**src/rtl/bit_serial_adder.sv**
```systemverilog
// bit_serial_adder: WIDTH-bit adder that reuses one full-adder cell, one bit per clock, LSB first.
// It latches the operands on start, runs WIDTH cycles, then presents a registered sum with a done pulse.

module full_adder_modular (
    input  logic i_a,
    input  logic i_b,
    input  logic i_c,
    output logic o_s,
    output logic o_c
);
    assign o_s = i_a ^ i_b ^ i_c;
    assign o_c = (i_a & i_b) | (i_c & (i_a ^ i_b));
endmodule

module bit_serial_adder #(
    parameter int WIDTH = 8
) (
    input  logic             clk,
    input  logic             reset,
    input  logic             start,
    input  logic [WIDTH-1:0] a,
    input  logic [WIDTH-1:0] b,
    input  logic             carry_in,
    output logic             busy,
    output logic             done,
    output logic [WIDTH-1:0] sum,
    output logic             carry_out
);
    localparam int CW = (WIDTH > 1) ? $clog2(WIDTH) : 1;

    typedef enum logic [1:0] {IDLE, RUN, DONE} state_t;

    state_t           r_state;
    logic [WIDTH-1:0] r_a_sh, r_b_sh, r_s_sh, r_sum;
    logic [CW-1:0]    r_cnt;
    logic             r_c_q, r_carry_out, r_busy, r_done;
    logic             w_fa_s, w_fa_c;
    logic [WIDTH-1:0] w_s_next;

    full_adder_modular u_fa (
        .i_a(r_a_sh[0]),
        .i_b(r_b_sh[0]),
        .i_c(r_c_q),
        .o_s(w_fa_s),
        .o_c(w_fa_c)
    );

    // New sum bit enters at the MSB so after WIDTH shifts bit 0 lands at index 0.
    assign w_s_next = WIDTH'({w_fa_s, r_s_sh} >> 1);

    always_ff @(posedge clk or posedge reset) begin
        if (reset) begin
            r_state     <= IDLE;
            r_a_sh      <= '0;
            r_b_sh      <= '0;
            r_s_sh      <= '0;
            r_sum       <= '0;
            r_cnt       <= '0;
            r_c_q       <= 1'b0;
            r_carry_out <= 1'b0;
            r_busy      <= 1'b0;
            r_done      <= 1'b0;
        end else begin
            case (r_state)
                IDLE: if (start) begin
                    r_a_sh  <= a;
                    r_b_sh  <= b;
                    r_c_q   <= carry_in;
                    r_cnt   <= '0;
                    r_busy  <= 1'b1;
                    r_state <= RUN;
                end
                RUN: begin
                    r_a_sh <= r_a_sh >> 1;
                    r_b_sh <= r_b_sh >> 1;
                    r_s_sh <= w_s_next;
                    r_c_q  <= w_fa_c;
                    r_cnt  <= r_cnt + 1'b1;
                    if (r_cnt == CW'(WIDTH - 1)) begin
                        r_sum       <= w_s_next;
                        r_carry_out <= w_fa_c;
                        r_done      <= 1'b1;
                        r_state     <= DONE;
                    end
                end
                DONE: begin
                    r_done  <= 1'b0;
                    r_busy  <= 1'b0;
                    r_state <= IDLE;
                end
                default: r_state <= IDLE;
            endcase
        end
    end

    assign busy      = r_busy;
    assign done      = r_done;
    assign sum       = r_sum;
    assign carry_out = r_carry_out;
endmodule

```
**config.mk**
```make
export PLATFORM = sky130hd
export DESIGN_NAME = bit_serial_adder
export DESIGN_NICKNAME = d
export VERILOG_FILES = /design/src/rtl/bit_serial_adder.sv
export SDC_FILE = /design/constraint.sdc
export NUM_CORES = 1
export LEC_CHECK = 0
export ABC_CLOCK_PERIOD_IN_PS = 3500
export CAP_MARGIN = 5
export CORE_UTILIZATION = 40
export CTS_BUF_LIST = sky130_fd_sc_hd__clkbuf_8
export CTS_CLUSTER_SIZE = 12
export DETAILED_ROUTE_END_ITERATION = 6
export PLACE_DENSITY_LB_ADDON = 0.2
export REMOVE_ABC_BUFFERS = 1
export SLEW_MARGIN = 10
export SYNTH_ARGS = -nofsm -noshare
export SYNTH_HDL_FRONTEND = slang
export SYNTH_SLANG_ARGS = --single-unit
export TNS_END_PERCENT = 5
```
**constraint.sdc**
```tcl
create_clock -name clk -period 3.5 [get_ports clk]
set_clock_uncertainty 0.1 [all_clocks]
set_input_delay 0.35 -clock clk [delete_from_list [all_inputs] [get_ports clk]]
set_output_delay 0.35 -clock clk [all_outputs]
set_load 0.03 [all_outputs]
```
# ---- After elaboration in Yosys (flattened, before gate mapping)
# Index checks and enable logic that the tools add are counted.
dict set report word_totals {
  regBits 41
  inputBits 20
  out_inout_bits 11
}
dict set report classes {
  n_addsub 1
  n_eq_ne 5
  n_mux 15
  bitwise 5
  reduce_logical 9
}
# operator n
set ops {}
lappend ops {{$pmux 8 s2} 2}
lappend ops {{$mux 8} 2}
lappend ops {{$reduce_and 2->1} 5}
lappend ops {{$pmux 1 s2} 3}
lappend ops {{$pmux 3 s2} 1}
lappend ops {{$reduce_bool 2->1} 3}
lappend ops {{$mux 2} 2}
lappend ops {{$ne 2x2->1 const B} 2}
lappend ops {{$pmux 2 s2} 1}
lappend ops {{$add 3x1->3 const B} 1}
lappend ops {{$eq 3x3->1 const B} 1}
lappend ops {{$mux 1} 3}
lappend ops {{$mux 3} 1}
lappend ops {{$and 1x1->1} 2}
lappend ops {{$eq 2x1->1 const B} 1}
lappend ops {{$eq 2x2->1 const B} 1}
lappend ops {{$logic_not 2->1} 1}
lappend ops {{$xor 1x1->1} 2}
lappend ops {{$or 1x1->1} 1}

# ---- Longest topological paths before layout
# Gate-level depths: netlist of the first run.
dict set report logic_depth {
  depth_word 4
  depth_mapped 5
  ltp_nobuf 4
}

# ---- Cells and area by module
# A second synthesis of the first run with hierarchy kept.
dict set report unflattened {
  cells_unflattened 156
  area_unflattened_um2 1964.4
}
# module n_inst cells_per_inst area_per_inst_um2
set modules_own_cells {}
lappend modules_own_cells {bit_serial_adder 1 155 1944.4}
lappend modules_own_cells {full_adder_modular 1 1 20.0}

# ---- Least setup slack after synthesis of the first run
# Ideal clock, no wire load.
dict set report synth_timing {
  path_type {register to register}
  start {reg r_cnt[0]}
  end {reg r_carry_out, in the netlist carry_out}
  setup_ps 125
  arrival_time_ps 1234
  path_slack_ps 2041
  path_stages_with_launch 5
  synth_period_minus_slack_ps 1459
  path_cell_list {dfrtp_1 -> ha_1 -> ha_1 -> nand2_8 -> mux2_4}
}
dict set report synth_between {
  elab_chain_len 2
}
# item line
set synth_lines {}
lappend synth_lines {{start, declared} 35} ;# logic [CW-1:0] r_cnt;
lappend synth_lines {{start signal, assigned} 78} ;# r_cnt <= r_cnt + 1'b1;
lappend synth_lines {{$eq 3x3->1} 79} ;# if (r_cnt == CW'(WIDTH - 1)) begin
lappend synth_lines {{$reduce_and 2->1 (no source line)} n/a}
lappend synth_lines {{end signal, assigned} 81} ;# r_carry_out <= w_fa_c;
lappend synth_lines {{end, declared} 36} ;# logic r_c_q, r_carry_out, r_busy, r_done;
# Every way passes these cells.
# A chain may end at the register's enable or synchronous reset.

# ---- Worst setup path after layout of the first run
dict set report layout_timing {
  start {in start}
  end {reg r_c_q}
}
dict set report layout_between {
  elab_chain_len 2
}
# item line
set layout_lines {}
lappend layout_lines {{start, declared} 20} ;# input logic start,
lappend layout_lines {{$ne 2x2->1 (no source line)} n/a}
lappend layout_lines {{$reduce_and 2->1 (no source line)} n/a}
lappend layout_lines {{end signal, assigned} 68} ;# r_c_q <= carry_in;
lappend layout_lines {{end signal, assigned} 77} ;# r_c_q <= w_fa_c;
lappend layout_lines {{end, declared} 36}
# Every way passes these cells.

==> tab_implementation.tex, run 1 <==
\begin{tabular}{lr}
\hline
Metric & Value \\
\hline
\multicolumn{2}{l}{\textbf{Run status}} \\
\quad Outcome & completed \\
\multicolumn{2}{l}{\textbf{Setup path}} \\
\quad Max Fanout on Critical Path & 20 \\
\quad Endpoint class of the critical path & register \\
\quad Data required time at the worst endpoint & 3.55 ns \\
\quad Category of the critical setup timing path & primary input to register \\
\quad Maximum single-stage delay on the critical path & around 0.91 ns \\
\quad Chain of cells forming the critical path & clkdlybuf4s50\_1 -> nand2b\_1 -> o22ai\_1 -> a21oi\_1 \\
\quad Kind of start point of the critical path & primary input \\
\quad Family with the most delay on the worst path & buffers and inverters \\
\quad CP bufs+invs & 1 \\
\quad Data arrival time of the critical path & 2.12 ns \\
\quad Cell with the largest stage delay on the worst path & sky130\_fd\_sc\_hd\_\_clkdlybuf4s50\_1 \\
\multicolumn{2}{l}{\textbf{Global route}} \\
\quad Total congestion overflow after global routing & 0 \\
\quad Tot GR Track Use & around 16\% \\
\quad Pin count of the biggest net entering global routing & 25 \\
\quad First-pass GRT wire length & $\sim$5600 µm \\
\quad Vias in the first global route & 1203 \\
\quad Antenna violations before repair & 0 \\
\multicolumn{2}{l}{\textbf{Routing}} \\
\quad First-pass DRT Iterations & 4 \\
\quad Final routed DRC violation total & 0 \\
\quad Average vias per placed instance & 5.38 \\
\quad Routed WL & around 3300 µm \\
\quad Number of vias after detailed routing & between 1000 and 1500 \\
\quad Remaining antenna violation count & 0 \\
\quad Average wire per cell in the routed design & 14.2 µm \\
\quad Initial drt markers & 75 \\
\multicolumn{2}{l}{\textbf{Floorplanning}} \\
\quad Width of the chip & 68.3 µm \\
\quad Starting density of the core & roughly 43\% \\
\quad I/O pin count & 31 \\
\quad Die Outline Area & 0.00466 mm² \\
\quad Core Region & 0.00412 mm² \\
\quad Std cell rows & 23 \\
\quad Overall die height & 68.3 µm \\
\multicolumn{2}{l}{\textbf{Power}} \\
\quad Cell internal power dissipation & 1.18 mW \\
\quad Combinational share of power & 42.1\% \\
\quad Sw frac & 37.7\% \\
\quad Net Sw Power & slightly above 0.7 mW \\
\quad Relative contribution of sequential cells to total power & 43.4\% \\
\quad Proportion of power drawn by the clock network & 14.6\% \\
\quad PD cells & 884 mW/mm² \\
\quad Pleak & 0.958 nW \\
\quad Worst VDD drop & 261 µV \\
\multicolumn{2}{l}{\textbf{Timing}} \\
\quad Max\_slew headroom & 40.7\% \\
\quad Time the final worst path needs with I/O delays and setup & 2.08 ns \\
\quad Number of slew-limit violations in the final report & 0 \\
\quad Unrepaired setup endpoints after global routing & no \\
\quad Share of the clock period used by the worst path & 59.3\% \\
\quad Worst-margin pin slew & just under 0.9 ns \\
\quad Max Clk Rate & roughly 480 MHz \\
\quad Worst slack on hold paths & 0.388 ns \\
\quad Final setup viols & 0 \\
\quad Final hold viol count & 0 \\
\quad Final WS setup & 1.42 ns \\
\quad Setup tns final & 0 ns \\
\multicolumn{2}{l}{\textbf{Placed design}} \\
\quad Dpl ws & 1.15 ns \\
\quad Final weighted congestion in routability-driven placement & 0.731 \\
\quad Placed wire-length estimate & between 2000 and 2500 µm \\
\quad Number of I/O port buffers & 30 \\
\multicolumn{2}{l}{\textbf{CTS}} \\
\quad Clock-pin transition on the worst setup and hold timing paths & 0.07 ns \\
\quad CTS tree & done \\
\quad \# Post-CTS Setup Buffers & 0 \\
\quad Post-CTS resize count & 0 \\
\quad Number of buffers added by the clock tree synthesis step & 5 \\
\quad Clk root buf & sky130\_fd\_sc\_hd\_\_clkbuf\_8 \\
\quad Count of hold-fix buffers inserted at cts & 0 \\
\quad Clk\_lat worst skew & 0.28 ns \\
\quad Sink count of the clock tree & 40 \\
\quad H-tree levels & 2 \\
\quad Maximum buffer depth of the clock tree & 2 \\
\multicolumn{2}{l}{\textbf{Cells and area}} \\
\quad Number of fill cells & 385 \\
\quad Utilization of the core after routing & 52.3\% \\
\quad Fraction of final layout cells with drive strength greater than 1 & 11.4\% \\
\quad Antenna fix cells & 0 \\
\quad Post-synthesis to final-layout area growth & 22.3\% \\
\quad Total number of nets in the final design & 208 \\
\multicolumn{2}{l}{\textbf{Synth}} \\
\quad EDFF count, synth & 0 \\
\quad Synthesis warning total & 0 \\
\quad Sequential fraction of the synthesis area & 56.9\% \\
\quad Leading cell types by total area after synthesis & sky130\_fd\_sc\_hd\_\_dfrtp\_1, sky130\_fd\_sc\_hd\_\_o22ai\_1, sky130\_fd\_sc\_hd\_\_mux2\_4 \\
\quad Cell variety after synth & 24 \\
\quad Primary flip-flop cell chosen by synthesis mapping & sky130\_fd\_sc\_hd\_\_dfrtp\_1 \\
\quad Most area-hungry cell type in the Yosys netlist & sky130\_fd\_sc\_hd\_\_dfrtp\_1 \\
\quad Synth Instances & between 150 and 200 \\
\quad Cell area after synthesis & 0.00176 mm² \\
\quad Share of the synthesized area in the top cell type & 56.9\% \\
\quad Synthesis-stage register bit count & 40 \\
\quad Most frequent cell after synthesis & sky130\_fd\_sc\_hd\_\_dfrtp\_1 \\
\quad Top post-synthesis cells by count & sky130\_fd\_sc\_hd\_\_dfrtp\_1, sky130\_fd\_sc\_hd\_\_o22ai\_1, sky130\_fd\_sc\_hd\_\_nand2\_1 \\
\quad Avg Inst Size Synth & 11.3 µm² \\
\quad Async set or reset register ratio after synthesis & 100\% \\
\multicolumn{2}{l}{\textbf{Hold path}} \\
\quad Hold WC Path Type & register to register \\
\multicolumn{2}{l}{\textbf{Run}} \\
\quad Maximum Capacitance Violations & 0 \\
\hline
\end{tabular}
## power groups by stage
stage               combinational (mW)  sequential [mW]  clock (mW)
floorplan                        0.457            0.913           0
global placement                 0.780            0.825           0
detailed placement               0.807            0.837           0
CTS                              0.810            0.828       0.287
global route                     0.890            0.858       0.303
finish                           0.799            0.824       0.277
## layer usage
layer	track usage, %	wire length, µm
met1	21.0	1580
met2	26.3	1590
met3	5.17	132
met4	5.47	36
met5	0	0
## worst reg2reg max path, stage by stage, from the launching register on
cell and delay (ns):
sky130_fd_sc_hd__dfrtp_1 0.52, sky130_fd_sc_hd__nand2b_1 0.74, sky130_fd_sc_hd__o22ai_1 0.21, sky130_fd_sc_hd__a21oi_1 0.16
## registers in the layout, indices dropped and copies added (netlist names)
register   count
r_c_q          1
r_b_sh         8
r_cnt          3
r_s_sh         7
carry_out      1
done           1
busy           1
r_a_sh         8
sum            8
r_state        2
## logic make-up (layout without fill, tap and decap cells)
group | after synthesis | count (layout) | synth area share [%]
AO/OA/AOI/OAI | 57 | 57 | 19.3
multiplexers | 9 | 9 | 7.69
AND/OR/NAND/NOR | 33 | 33 | 9.32
buffers and inverters | 14 | 43 | 4.20
adder cells (fa/ha/maj) | 3 | 3 | 2.56
flip-flops | 40 | 40 | 56.9
## final cells by class
class | count | area [µm²] | share of cell area (%)
repair buffers | 31 | 308 | 14.3
clock buffers | 5 | 68.8 | 3.20
clock inverters | 2 | 8.76 | 0.407
well taps | 50 | 62.6 | 2.91
inverters | 5 | 18.8 | 0.873
flip-flops and latches | 40 | 1000 | 46.5
multi-input cells | 102 | 683 | 31.8
## final timing paths
kind	slack [ns]	cells after the start	start	endpoint
setup reg to reg	1.69	3	r_state[1]$_DFFE_PP0P_	r_b_sh[0]$_DFFE_PP0P_
max in group asynchronous	2.11	3	reset	carry_out$_DFFE_PP0P_
min in group asynchronous	0.45	2	reset	sum[3]$_DFFE_PP0P_
setup / recovery	1.42	4	start	r_c_q$_DFFE_PP0P_
hold reg to reg	0.39	2	r_s_sh[1]$_DFFE_PP0N_	r_s_sh[1]$_DFFE_PP0N_
hold / removal	0.39	2	r_s_sh[1]$_DFFE_PP0N_	r_s_sh[1]$_DFFE_PP0N_
## placed cells by master (no fill, tap or decap)
| cell | synthesis | routed |
|---|---|---|
| sky130_fd_sc_hd__o21ai_0 | 6 | 6 |
| sky130_fd_sc_hd__nand2b_1 | 2 | 2 |
| sky130_fd_sc_hd__or2b_1 | 1 | 1 |
| sky130_fd_sc_hd__nand2_1 | 25 | 25 |
| sky130_fd_sc_hd__nand2_8 | 1 | 1 |
| sky130_fd_sc_hd__o22ai_1 | 30 | 30 |
| sky130_fd_sc_hd__buf_4 | 2 | 1 |
| sky130_fd_sc_hd__clkdlybuf4s50_1 | 0 | 30 |
| sky130_fd_sc_hd__clkinv_1 | 2 | 2 |
| sky130_fd_sc_hd__inv_1 | 3 | 4 |
| sky130_fd_sc_hd__a22oi_1 | 1 | 1 |
| sky130_fd_sc_hd__dfrtp_1 | 40 | 40 |
| sky130_fd_sc_hd__or2_2 | 1 | 1 |
| sky130_fd_sc_hd__clkbuf_8 | 0 | 5 |
| sky130_fd_sc_hd__nor2b_4 | 1 | 1 |
| sky130_fd_sc_hd__nor2_1 | 1 | 1 |
| sky130_fd_sc_hd__a22o_2 | 2 | 2 |
| sky130_fd_sc_hd__fa_1 | 1 | 1 |
| sky130_fd_sc_hd__nor2b_1 | 1 | 1 |
| sky130_fd_sc_hd__mux2_4 | 9 | 9 |
| sky130_fd_sc_hd__a21oi_1 | 17 | 17 |
| sky130_fd_sc_hd__o2bb2ai_1 | 1 | 1 |
| sky130_fd_sc_hd__ha_1 | 2 | 2 |
| sky130_fd_sc_hd__clkinv_2 | 0 | 1 |
## per-stage QoR
step	total power, mW	cells	cell area (µm²)
3_3_place_gp	1.61	228	2070
2_1_floorplan	1.37	147	1700
4_1_cts	1.92	235	2150
6_report	1.90	235	2150
5_1_grt	2.05	235	2150
3_5_place_dp	1.64	228	2070
(Power assumes the default switching activity.)
==> run 2: changes to the inputs <==
- ABC_CLOCK_PERIOD_IN_PS: 3500 -> 1900
- clock period: 3.5 -> 1.9 ns (I/O delays scaled with it)
==> tab_implementation.tex, run 2 (synthesis results as in run 1) <==
\begin{tabular}{lr}
\hline
Metric & Value \\
\hline
\multicolumn{2}{l}{\textbf{Routing}} \\
\quad Initial drt markers & 111 (was 75) \\
\quad Final routed DRC violation total & 0 (unchanged) \\
\quad Remaining antenna violation count & 0 (unchanged) \\
\quad Number of vias after detailed routing & 1329 (was 1265) \\
\quad Routed WL & 3660 µm (was 3340 µm) \\
\quad First-pass DRT Iterations & 4 (unchanged) \\
\quad Average vias per placed instance & 5.51 (was 5.38) \\
\quad Average wire per cell in the routed design & 15.2 µm (was 14.2 µm) \\
\multicolumn{2}{l}{\textbf{Setup path}} \\
\quad Max Fanout on Critical Path & 3 (was 20) \\
\quad Cell with the largest stage delay on the worst path & sky130\_fd\_sc\_hd\_\_clkdlybuf4s50\_1 (unchanged) \\
\quad Endpoint class of the critical path & output port (was register) \\
\quad Data arrival time of the critical path & 1.36 ns (was 2.12 ns) \\
\quad Maximum single-stage delay on the critical path & 0.68 ns (was 0.91 ns) \\
\quad Category of the critical setup timing path & register to output port (was primary input to register) \\
\quad Family with the most delay on the worst path & buffers and inverters (unchanged) \\
\quad CP bufs+invs & 1 (unchanged) \\
\quad Kind of start point of the critical path & register (was primary input) \\
\quad Chain of cells forming the critical path & clkdlybuf4s50\_1 (was clkdlybuf4s50\_1 -> nand2b\_1 -> o22ai\_1 -> a21oi\_1) \\
\quad Data required time at the worst endpoint & 1.61 ns (was 3.55 ns) \\
\multicolumn{2}{l}{\textbf{Global route}} \\
\quad First-pass GRT wire length & 6060 µm (was 5600 µm) \\
\quad Antenna violations before repair & 0 (unchanged) \\
\quad Tot GR Track Use & 17.9\% (was 16.5\%) \\
\quad Total congestion overflow after global routing & 0 (unchanged) \\
\quad Vias in the first global route & 1329 (was 1203) \\
\quad Pin count of the biggest net entering global routing & 41 (was 25) \\
\multicolumn{2}{l}{\textbf{Timing}} \\
\quad Worst-margin pin slew & 0.577 ns (was 0.889 ns) \\
\quad Max\_slew headroom & 61.5\% (was 40.7\%) \\
\quad Final hold viol count & 0 (unchanged) \\
\quad Number of slew-limit violations in the final report & 0 (unchanged) \\
\quad Final WS setup & 0.250 ns (was 1.42 ns) \\
\quad Unrepaired setup endpoints after global routing & no (unchanged) \\
\quad Setup tns final & 0 ns (unchanged) \\
\quad Share of the clock period used by the worst path & 86.9\% \\
\quad Time the final worst path needs with I/O delays and setup & 1.65 ns \\
\quad Max Clk Rate & 606 MHz \\
\quad Worst slack on hold paths & 0.228 ns (was 0.388 ns) \\
\quad Final setup viols & 0 (unchanged) \\
\multicolumn{2}{l}{\textbf{Floorplanning}} \\
\quad Width of the chip & 68.3 µm (unchanged) \\
\quad Overall die height & 68.3 µm (unchanged) \\
\quad Starting density of the core & 42.7\% (unchanged) \\
\quad Die Outline Area & 0.00466 mm² (unchanged) \\
\quad Core Region & 0.00412 mm² (unchanged) \\
\quad I/O pin count & 31 (unchanged) \\
\quad Std cell rows & 23 (unchanged) \\
\multicolumn{2}{l}{\textbf{Placed design}} \\
\quad Placed instance count & 233 (was 228) \\
\quad Number of I/O port buffers & 30 (unchanged) \\
\quad Placed wire-length estimate & 2420 µm (was 2280 µm) \\
\quad Final weighted congestion in routability-driven placement & 0.725 (was 0.731) \\
\quad Dpl ws & 0.284 ns (was 1.15 ns) \\
\multicolumn{2}{l}{\textbf{Cells and area}} \\
\quad Fraction of final layout cells with drive strength greater than 1 & 14.7\% (was 11.4\%) \\
\quad Commonest non-fill, non-tap cells in the layout & sky130\_fd\_sc\_hd\_\_dfrtp\_1, sky130\_fd\_sc\_hd\_\_o22ai\_1, sky130\_fd\_sc\_hd\_\_clkdlybuf4s50\_1, sky130\_fd\_sc\_hd\_\_nand2\_1, sky130\_fd\_sc\_hd\_\_a21oi\_1 (unchanged) \\
\quad Total number of nets in the final design & 213 (was 208) \\
\quad Number of cells in the finished layout apart from fillers & 241 (was 235) \\
\quad Utilization of the core after routing & 54.0\% (was 52.3\%) \\
\quad Number of fill cells & 373 (was 385) \\
\quad Most common cell after layout, fill and taps aside & sky130\_fd\_sc\_hd\_\_dfrtp\_1 (unchanged) \\
\quad Post-synthesis to final-layout area growth & 26.4\% (was 22.3\%) \\
\quad Antenna fix cells & 0 (unchanged) \\
\multicolumn{2}{l}{\textbf{Run status}} \\
\quad Outcome & completed (unchanged) \\
\multicolumn{2}{l}{\textbf{CTS}} \\
\quad \# Post-CTS Setup Buffers & 0 (unchanged) \\
\quad H-tree levels & 2 (unchanged) \\
\quad Post-CTS resize count & 0 (unchanged) \\
\quad Maximum buffer depth of the clock tree & 2 (unchanged) \\
\quad Clk root buf & sky130\_fd\_sc\_hd\_\_clkbuf\_8 (unchanged) \\
\quad CTS tree & done (unchanged) \\
\quad Count of hold-fix buffers inserted at cts & 0 (unchanged) \\
\quad Number of buffers added by the clock tree synthesis step & 5 (unchanged) \\
\quad Sink count of the clock tree & 40 (unchanged) \\
\quad Clk\_lat worst skew & 0.29 ns (was 0.28 ns) \\
\quad Clock-pin transition on the worst setup and hold timing paths & 0.08 ns (was 0.07 ns) \\
\multicolumn{2}{l}{\textbf{Hold path}} \\
\quad Hold WC Path Type & primary input to asynchronous set/reset pin (was register to register) \\
\multicolumn{2}{l}{\textbf{Power}} \\
\quad Cell internal power dissipation & 2.36 mW (was 1.18 mW) \\
\quad Worst VDD drop & 715 µV (was 261 µV) \\
\quad Sw frac & 37.1\% (was 37.7\%) \\
\quad Pleak & 0.990 nW (was 0.958 nW) \\
\quad Combinational share of power & 40.7\% (was 42.1\%) \\
\quad PD cells & 1690 mW/mm² (was 884 mW/mm²) \\
\quad Relative contribution of sequential cells to total power & 40.9\% (was 43.4\%) \\
\quad Net Sw Power & 1.39 mW (was 0.717 mW) \\
\quad Proportion of power drawn by the clock network & 18.4\% (was 14.6\%) \\
\multicolumn{2}{l}{\textbf{Run}} \\
\quad Maximum Capacitance Violations & 0 (unchanged) \\
\hline
\end{tabular}
run 2: cell type report:
type	count	area [µm²]	area share (%)
clock buffers	5	68.8	3.10
clock inverters	3	42.5	1.91
inverters	5	18.8	0.845
multi-input cells	102	683	30.7
flip-flops and latches	40	1000	45.0
well taps	50	62.6	2.82
repair buffers	36	345	15.5
run 2: power by group through the flow:
stage | logic (mW) | registers, mW | clock network (mW)
finish | 1.53 | 1.53 | 0.690
global route | 1.70 | 1.58 | 0.751
CTS | 1.54 | 1.53 | 0.708
detailed placement | 1.53 | 1.55 | 0
global placement | 1.48 | 1.53 | 0
floorplan | 0.842 | 1.68 | 0
run 2: final timing paths:
check,cells past startpoint,from,endpoint,slack [ns]
max,1,done$_DFFE_PP0P_,done,0.25
min,3,reset,sum[4]$_DFFE_PP0P_,0.23
max reg2reg,3,r_state[1]$_DFFE_PP0P_,r_b_sh[1]$_DFFE_PP0P_,0.28
min reg2reg,2,r_s_sh[1]$_DFFE_PP0N_,r_s_sh[1]$_DFFE_PP0N_,0.39
max in group asynchronous,3,reset,r_cnt[2]$_DFFE_PP0P_,1.11
min in group clk,3,b[7],r_b_sh[7]$_DFFE_PP0P_,0.35
run 2: metrics by stage:
step | total power [mW] | area [µm²]
2_1_floorplan | 2.52 | 1700
3_3_place_gp | 3.01 | 2110
3_5_place_dp | 3.07 | 2110
4_1_cts | 3.78 | 2220
5_1_grt | 4.03 | 2220
6_report | 3.75 | 2220
run 2: metal layers:
| layer | wire [µm] | vias up | GRT usage [%] |
|---|---|---|---|
| met1 | 1740 | 661 | 22.9 |
| met2 | 1720 | 31 | 28.3 |
| met4 | 48 | 0 | 6.25 |
| met5 | 0 | - | 0 |
| li1 | - | 631 | - |
| met3 | 150 | 6 | 5.50 |
==> run 3: changes to the inputs <==
- CAP_MARGIN: 5 -> 15
==> results of run 3 <==
The final DEF is identical to that of run 2; final timing and power are the same.
